--- config.mk ---
export PLATFORM = sky130hd
export DESIGN_NAME = slow_clock_monitor
export DESIGN_NICKNAME = d
export VERILOG_FILES = /design/src/rtl/slow_clock_monitor.sv
export SDC_FILE = /design/constraint.sdc
export NUM_CORES = 1
export LEC_CHECK = 0
export CORE_MARGIN = 2
export CORE_UTILIZATION = 50
export CTS_CLUSTER_SIZE = 28
export DETAILED_ROUTE_END_ITERATION = 12
export PLACE_DENSITY = 0.75
export SYNTH_ARGS = -nofsm -noshare
export SYNTH_HDL_FRONTEND = slang
export SYNTH_SLANG_ARGS = --single-unit
--- constraint.sdc ---
create_clock -name clk -period 1.75 [get_ports clk]
set_input_delay 0.2625 -clock clk [delete_from_list [all_inputs] [get_ports clk]]
set_output_delay 0.2625 -clock clk [all_outputs]
set_load 0.02 [all_outputs]
--- src/rtl/slow_clock_monitor.sv ---
// Turns a slow, possibly asynchronous clock-like input into clk-domain edge ticks,
// measures its period between rising edges and flags it as stalled when it stops toggling.
module slow_clock_monitor #(
   parameter int unsigned SYNC_STAGES  = 2,
   parameter int unsigned PERIOD_WIDTH = 16,
   parameter int unsigned TIMEOUT      = 2000
) (
   input  logic                    clk,
   input  logic                    rst_n,
   input  logic                    slow_in,
   input  logic                    en,
   output logic                    level,
   output logic                    rise_tick,
   output logic                    fall_tick,
   output logic [PERIOD_WIDTH-1:0] period,
   output logic                    period_valid,
   output logic                    stalled,
   output logic [7:0]              edge_count
);

   localparam int unsigned TcntWidth = $clog2(TIMEOUT) + 1;
   localparam logic [TcntWidth-1:0]    TcntLast = TcntWidth'(TIMEOUT - 1);
   localparam logic [TcntWidth-1:0]    TcntMax  = '1;
   localparam logic [PERIOD_WIDTH-1:0] PcntMax  = '1;

   typedef enum logic [1:0] {StIdle, StMeasure, StStalled} state_e;

   state_e                  state_q, state_d;
   logic [SYNC_STAGES-1:0]  sync_q;
   logic                    prev_q;
   logic                    rise, fall;
   logic                    rise_tick_q, fall_tick_q;
   logic [PERIOD_WIDTH-1:0] pcnt_q, pcnt_d;
   logic [TcntWidth-1:0]    tcnt_q, tcnt_d;
   logic [PERIOD_WIDTH-1:0] period_q, period_d;
   logic                    period_valid_q, period_valid_d;
   logic                    stalled_q, stalled_d;
   logic [7:0]              edge_count_q, edge_count_d;

   // Synchroniser and prev run every cycle, so edges seen while en=0 are consumed, not replayed.
   always_ff @(posedge clk or negedge rst_n) begin
      if (!rst_n) begin
         sync_q <= '0;
         prev_q <= 1'b0;
      end else begin
         sync_q <= {sync_q[SYNC_STAGES-2:0], slow_in};
         prev_q <= sync_q[SYNC_STAGES-1];
      end
   end

   assign level = sync_q[SYNC_STAGES-1];
   assign rise  = en & level & ~prev_q;
   assign fall  = en & ~level & prev_q;

   always_ff @(posedge clk or negedge rst_n) begin
      if (!rst_n) begin
         state_q <= StIdle;
      end else begin
         state_q <= state_d;
      end
   end

   // Edges take priority over the timeout, so a rise or fall on the last cycle prevents a stall.
   always_comb begin
      state_d = state_q;
      if (en) begin
         case (state_q)
            StIdle, StMeasure: begin
               if (rise) begin
                  state_d = StMeasure;
               end else if (!fall && (tcnt_q == TcntLast)) begin
                  state_d = StStalled;
               end
            end
            StStalled: begin
               if (rise) begin
                  state_d = StMeasure;
               end else if (fall) begin
                  state_d = StIdle;
               end
            end
            default: state_d = StIdle;
         endcase
      end
   end

   always_comb begin
      pcnt_d         = pcnt_q;
      tcnt_d         = tcnt_q;
      period_d       = period_q;
      period_valid_d = 1'b0;
      edge_count_d   = edge_count_q;
      if (en) begin
         if (pcnt_q != PcntMax) begin
            pcnt_d = pcnt_q + 1'b1;
         end
         if (rise || fall) begin
            tcnt_d = '0;
         end else if (tcnt_q != TcntMax) begin
            tcnt_d = tcnt_q + 1'b1;
         end
         if (rise) begin
            pcnt_d       = '0;
            edge_count_d = edge_count_q + 8'd1;
            // Only a rise that closes a full period in MEASURE produces a measurement.
            if (state_q == StMeasure) begin
               period_d       = (pcnt_q == PcntMax) ? PcntMax : pcnt_q + 1'b1;
               period_valid_d = 1'b1;
            end
         end
      end
      stalled_d = (state_d == StStalled);
   end

   always_ff @(posedge clk or negedge rst_n) begin
      if (!rst_n) begin
         rise_tick_q    <= 1'b0;
         fall_tick_q    <= 1'b0;
         pcnt_q         <= '0;
         tcnt_q         <= '0;
         period_q       <= '0;
         period_valid_q <= 1'b0;
         stalled_q      <= 1'b0;
         edge_count_q   <= '0;
      end else begin
         rise_tick_q    <= rise;
         fall_tick_q    <= fall;
         pcnt_q         <= pcnt_d;
         tcnt_q         <= tcnt_d;
         period_q       <= period_d;
         period_valid_q <= period_valid_d;
         stalled_q      <= stalled_d;
         edge_count_q   <= edge_count_d;
      end
   end

   assign rise_tick    = rise_tick_q;
   assign fall_tick    = fall_tick_q;
   assign period       = period_q;
   assign period_valid = period_valid_q;
   assign stalled      = stalled_q;
   assign edge_count   = edge_count_q;

endmodule

Word-level counts from Yosys, hierarchy flattened
Cells that the tools add are included.

Word-level logic and storage cells: 52. Memories kept: 0. Input bits: 4. Bits in latches: 0. Register bits: 61. Memory bits (read-only): 0. Memory bits (writable): 0.

Add/sub/neg operators: 3. Reduce and logical (&&, ||, !) cells: 11. Shift operators: 0. Mux-type cells: 14. Magnitude comparators: 0. Divide/modulo/power cells: 0. Bitwise logic cells: 6. Multiply operators: 0. Equal/unequal tests: 7.

Operators with widths (count): 16-bit two-way mux (3); 12-bit two-way mux (2); 16-bit by 1-bit adder with 16-bit output, second input constant (1); 16-bit equality test, second input constant (1); 16-bit inequality test, second input constant (1); 12-bit by 1-bit adder with 12-bit output, second input constant (1); 12-bit by 11-bit equality test with 1-bit output, second input constant (1); 12-bit inequality test, second input constant (1); 2-bit two-way mux (5); 8-bit by 1-bit adder with 8-bit output, second input constant (1); 2-bit AND reduction (3); 1-bit bitwise AND (4); 2-bit equality test, second input constant (2); 2-bit case mux with 2 select lines (1); 2-bit nonzero test (2); 1-bit two-way mux (3); 3-bit AND reduction (1); 2-bit by 1-bit equality test with 1-bit output, second input constant (1); 2-bit zero test (1); 1-bit NOT (2); 2-bit OR reduction (1); 1-bit logical AND (1); 1-bit zero test (1); 1-bit logical OR (1).

Longest topological paths before layout
Word-level depth: 10. Mapped depth: 8.

Least setup slack after synthesis
OpenSTA, ideal clock, no wires.

Path type: register -> register. Start: reg sync_q[1]. End: reg period_q[4] (netlist: period[4]). Cell stages (with the launch flop): 9. Library setup time: 0.082 ns. Clock period less this slack: 1.727 ns. Setup slack: 0.023 ns. Data arrival time: 1.645 ns. Buffers on the path: 1. Cell sequence: dfrtp_1 -> and2b_2 -> nand2_2 -> inv_2 -> nand3b_1 -> inv_2 -> buf_4 -> nor2_1 -> a31oi_1.

Cells in the longest elaborated chain, start to end: 3.

RTL lines: start: declaration (RTL line 29) `logic [SYNC_STAGES-1:0] sync_q;`; start signal: assignment (RTL line 46) `sync_q <= {sync_q[SYNC_STAGES-2:0], slow_in};`; 1-bit bitwise AND (2 in a row) (RTL line 52) `assign rise = en & level & ~prev_q;`; named net rise (RTL line 31) `logic rise, fall;`; 3-bit AND reduction (no source line); end signal: assignment (RTL line 130) `period_q <= period_d;`; end: declaration (RTL line 35) `logic [PERIOD_WIDTH-1:0] period_q, period_d;`.

The timed path passes the listed nets, and every way through them passes these cells. A chain may end at the register's enable or synchronous reset.

Worst setup path after layout
Start: reg pcnt_q[0]. End: reg pcnt_q[7].

Cells in the longest elaborated chain, start to end: 3. Elaborated cells between the ends (all ways): 6. Classes of those cells: add/sub (1); eq/ne (1); mux (2); reduce/logical (2).

RTL lines: start: declaration (RTL line 33) `logic [PERIOD_WIDTH-1:0] pcnt_q, pcnt_d;`; start signal: assignment (RTL line 128) `pcnt_q <= pcnt_d;`; 16-bit by 1-bit adder with 16-bit output or 16-bit inequality test (tied branches) (RTL line 95, 94); 16-bit two-way mux or 2-bit nonzero test (tied branches); 16-bit two-way mux or 2-bit AND reduction (tied branches).

Parallel ways exist; a longest one is shown, timed or not. The select of a mux whose other input is x is not followed.

==> results.md <==
- Critical path peak fanout: 4
- CTS Buf Count: 9
- Slew Viols, Final: 0
- Synth top area share: 51.7%
- # diodes: 0
- Placed inst area: 0.00364 sq mm
- TritonRoute pass-1 iters: 4
- Count of final setup violators: 4
- Most frequent cells in the layout: dfrtp_1 (60), buf_4 (46), clkdlybuf4s50_1 (30), nor2_1 (29), nand2_1 (28)
- Period utilization: 104%
- Final Cell Area: 0.00411 sq mm
- Power density cells: 1010 mW/mm^2
- Number of cell rows: 27
- Compound-Gate Fraction of Synth Area: 14.1%
- Die area: 0.00654 sq mm
- Tot GR Track Use: 23.0%
- Core area: 0.00561 sq mm
- HP Class: reg2reg
- Synth Warn #: 0
- Die Y: 80.9 um
- Worst skew pair latency: 0.35 ns
- Antenna viol nets, final: 0
- CTS tree: built
- Max cap viols: 0
- Post-Synth Simple-Gate Area: 21.8%
- Crit end category: flop
- Largest family of logic cells by synthesized area: simple AND/OR/NAND/NOR gates
- H-tree Lvls: 3
- DR DRC count: 0
- Req. time, crit path: 1.99 ns
- Final WL: 7.34 mm
- Initial antenna violation count: 0
- Status: finished with violations
- Headroom to the max-slew limit: 76.0%
- Routability-driven placement congestion ratio: 0.850
- LEAKAGE: 1.78 nW
- PortBufs: 32
- Worst slew pin tran: 0.358 ns
- Worst Path Arrival: 2.06 ns
- Avg Cell Area, Syn: 9.78 sq um
- Via Count: 2634
- Sequential-to-total area share from yosys stat: 51.7%
- Failing checks: negative setup slack
- DP Wirelength: 4.76 mm
- Final min period: 1.81 ns
- Skew final: 0.00553 ns
- DR WL/cell: 15.9 um
- NumNets Final: 392
- Metal-1 WL: 3.17 mm
- Top_reg_cell synth: dfrtp_1
- Highest metal used: met4
- First-pass GRT wire length: 11.4 mm
- #FFs+latches synth: 61
- Number of enable flip-flop cells after synthesis: 0
- Io pins: 33
- Area delta synth->final: 39.3%
- RSZ-0062 raised after global routing: yes
- Cell Area, Synth: 0.00295 sq mm
- Initial DRC Count: 146
- Asr flop ratio synth: 100%
- Clk slew on worst S/H paths: 0.07 ns
- Worst vdd ir: 0.793 mV
- Synth Area in XOR/XNOR: 6.82%
- Top cell type by total area after synthesis: dfrtp_1
- Gr ovfl total: 0
- Distinct cells, synth: 50
- WL met3: 234 um
- Die X: 80.9 um
- Hold Violations, Final: 0
- Worst hold slack: 0.359 ns
- Fmax: 551 MHz
- Adder-Cell Fraction of Synth Area: 1.27%
- Setup CP Type: reg2reg
- Worst Setup Slack, final: -0.0648 ns
- Share of post-route cells with drive strength above 1: 27.4%
- Gate Count Post-Synth: 302
- Post-synthesis mux area share: 0.720%
- Leading cell type in the layout, fill and taps excluded: dfrtp_1
- Overall power: 4.16 mW
- Setup TNS: -0.113 ns
- Maximum clock path buffer count: 2
- Critical path launch point type: flop
- Synth Net Count: 309
- Vias in the first global route: 2506
- CTS sink count: 61
- Root Buffer: clkbuf_8
- Metal2 WL: 3.76 mm
- Synth area leaders: dfrtp_1 (52%), xnor2_1 (4.7%), nor2_1 (3.8%)
- Initial Utilization: 52.7%
- Largest net degree at the start of global routing: 62
- DR vias/cell: 5.70
==> cells in the mapped netlist, types with 3 or more instances <==
master    instances
dfrtp_1          61
nor2_1           30
nand2_1          29
nand3_1          21
a21oi_1          17
xnor2_1          16
o21ai_0          15
nand4_1          11
a31oi_1          10
and3_1            8
o31ai_1           7
xor2_1            7
inv_1             6
nor3_1            6
a21o_1            4
clkbuf_1          4
buf_2             3
ha_1              3
nand2b_1          3
nand3b_1          3
==> state kept, by name, summed over array words and instances, names as in the netlist <==
| register | cells |
|---|---|
| prev_q | 1 |
| period | 16 |
| sync_q | 2 |
| edge_count | 8 |
| period_valid | 1 |
| pcnt_q | 16 |
| tcnt_q | 12 |
| stalled | 1 |
| rise_tick | 1 |
| state_q | 2 |
| fall_tick | 1 |
==> cell families (layout without fill, tap and decap cells) <==
kind of cell | Yosys count | after routing
flops | 61 | 61
mux | 2 | 2
buf+inv | 21 | 108
fa+ha+maj | 3 | 3
simple gates | 126 | 127
xor+xnor | 23 | 23
compound gates | 66 | 66
==> worst max-delay path, stage by stage (launching register included) <==
cell and delay (ns):
dfrtp_1 0.40, ha_2 0.23, nand4_1 0.12, buf_4 0.16
or4_4 0.45, nand3_1 0.12, nand3_1 0.13, o31ai_1 0.11
==> final timing paths <==
check / startpoint / to / depth (start not counted) / slack, ns
worst max register to register: pcnt_q[0]$_DFFE_PN0P_ / pcnt_q[7]$_DFFE_PN0P_ / 7 / -0.06
worst min-delay path: sync_q[0]$_DFF_PN0_ / sync_q[1]$_DFF_PN0_ / 0 / 0.36
min in group asynchronous: rst_n / period[9]$_DFFE_PN0P_ / 3 / 0.45
worst max-delay path: pcnt_q[0]$_DFFE_PN0P_ / pcnt_q[7]$_DFFE_PN0P_ / 7 / -0.06
worst min register to register: sync_q[0]$_DFF_PN0_ / sync_q[1]$_DFF_PN0_ / 0 / 0.36
max in group asynchronous: rst_n / pcnt_q[2]$_DFFE_PN0P_ / 3 / 1.02
==> cell type report <==
type / count / area (sq um)
sequential: 61 / 1530
clock buffer: 13 / 179
timing repair buffer: 84 / 747
fill: 420 / 1500
clock inverter: 3 / 65.1
inverter: 8 / 30.0
multi-input combinational: 221 / 1470
tap: 72 / 90.1
==> routing by layer <==
layer	global-route usage, %	vias up
li1	-	1251
met1	29.5	1313
met2	36.7	56
met3	4.44	14
met4	12.5	0
met5	0	-
==> report_power, final <==
| part | internal, mW | switching (mW) | total (mW) |
|---|---|---|---|
| clock | 0.955 | 0.559 | 1.51 |
| combinational | 0.452 | 0.461 | 0.913 |
| sequential | 1.58 | 0.151 | 1.73 |
==> per-stage QoR <==
stage / setup WS [ns] / utilization (%) / std cells
2_1_floorplan: 0.0231 / - / 302
3_3_place_gp: -0.0212 / 65.0 / 438
3_5_place_dp: -0.0623 / 65.0 / 438
4_1_cts: -0.00650 / 69.5 / 455
5_1_grt: -0.112 / 73.3 / 462
6_report: -0.0648 / 73.3 / 462
==> timing repair <==
item,CTS,global route
setup endpoints to repair,2,30
pin swaps,0,7
setup buffers,0,6
hold buffers,1,0
cloned,0,1
resized for setup,1,42
hold endpoints to repair,61,0
Note: power is estimated with default switching activity, not from simulation.
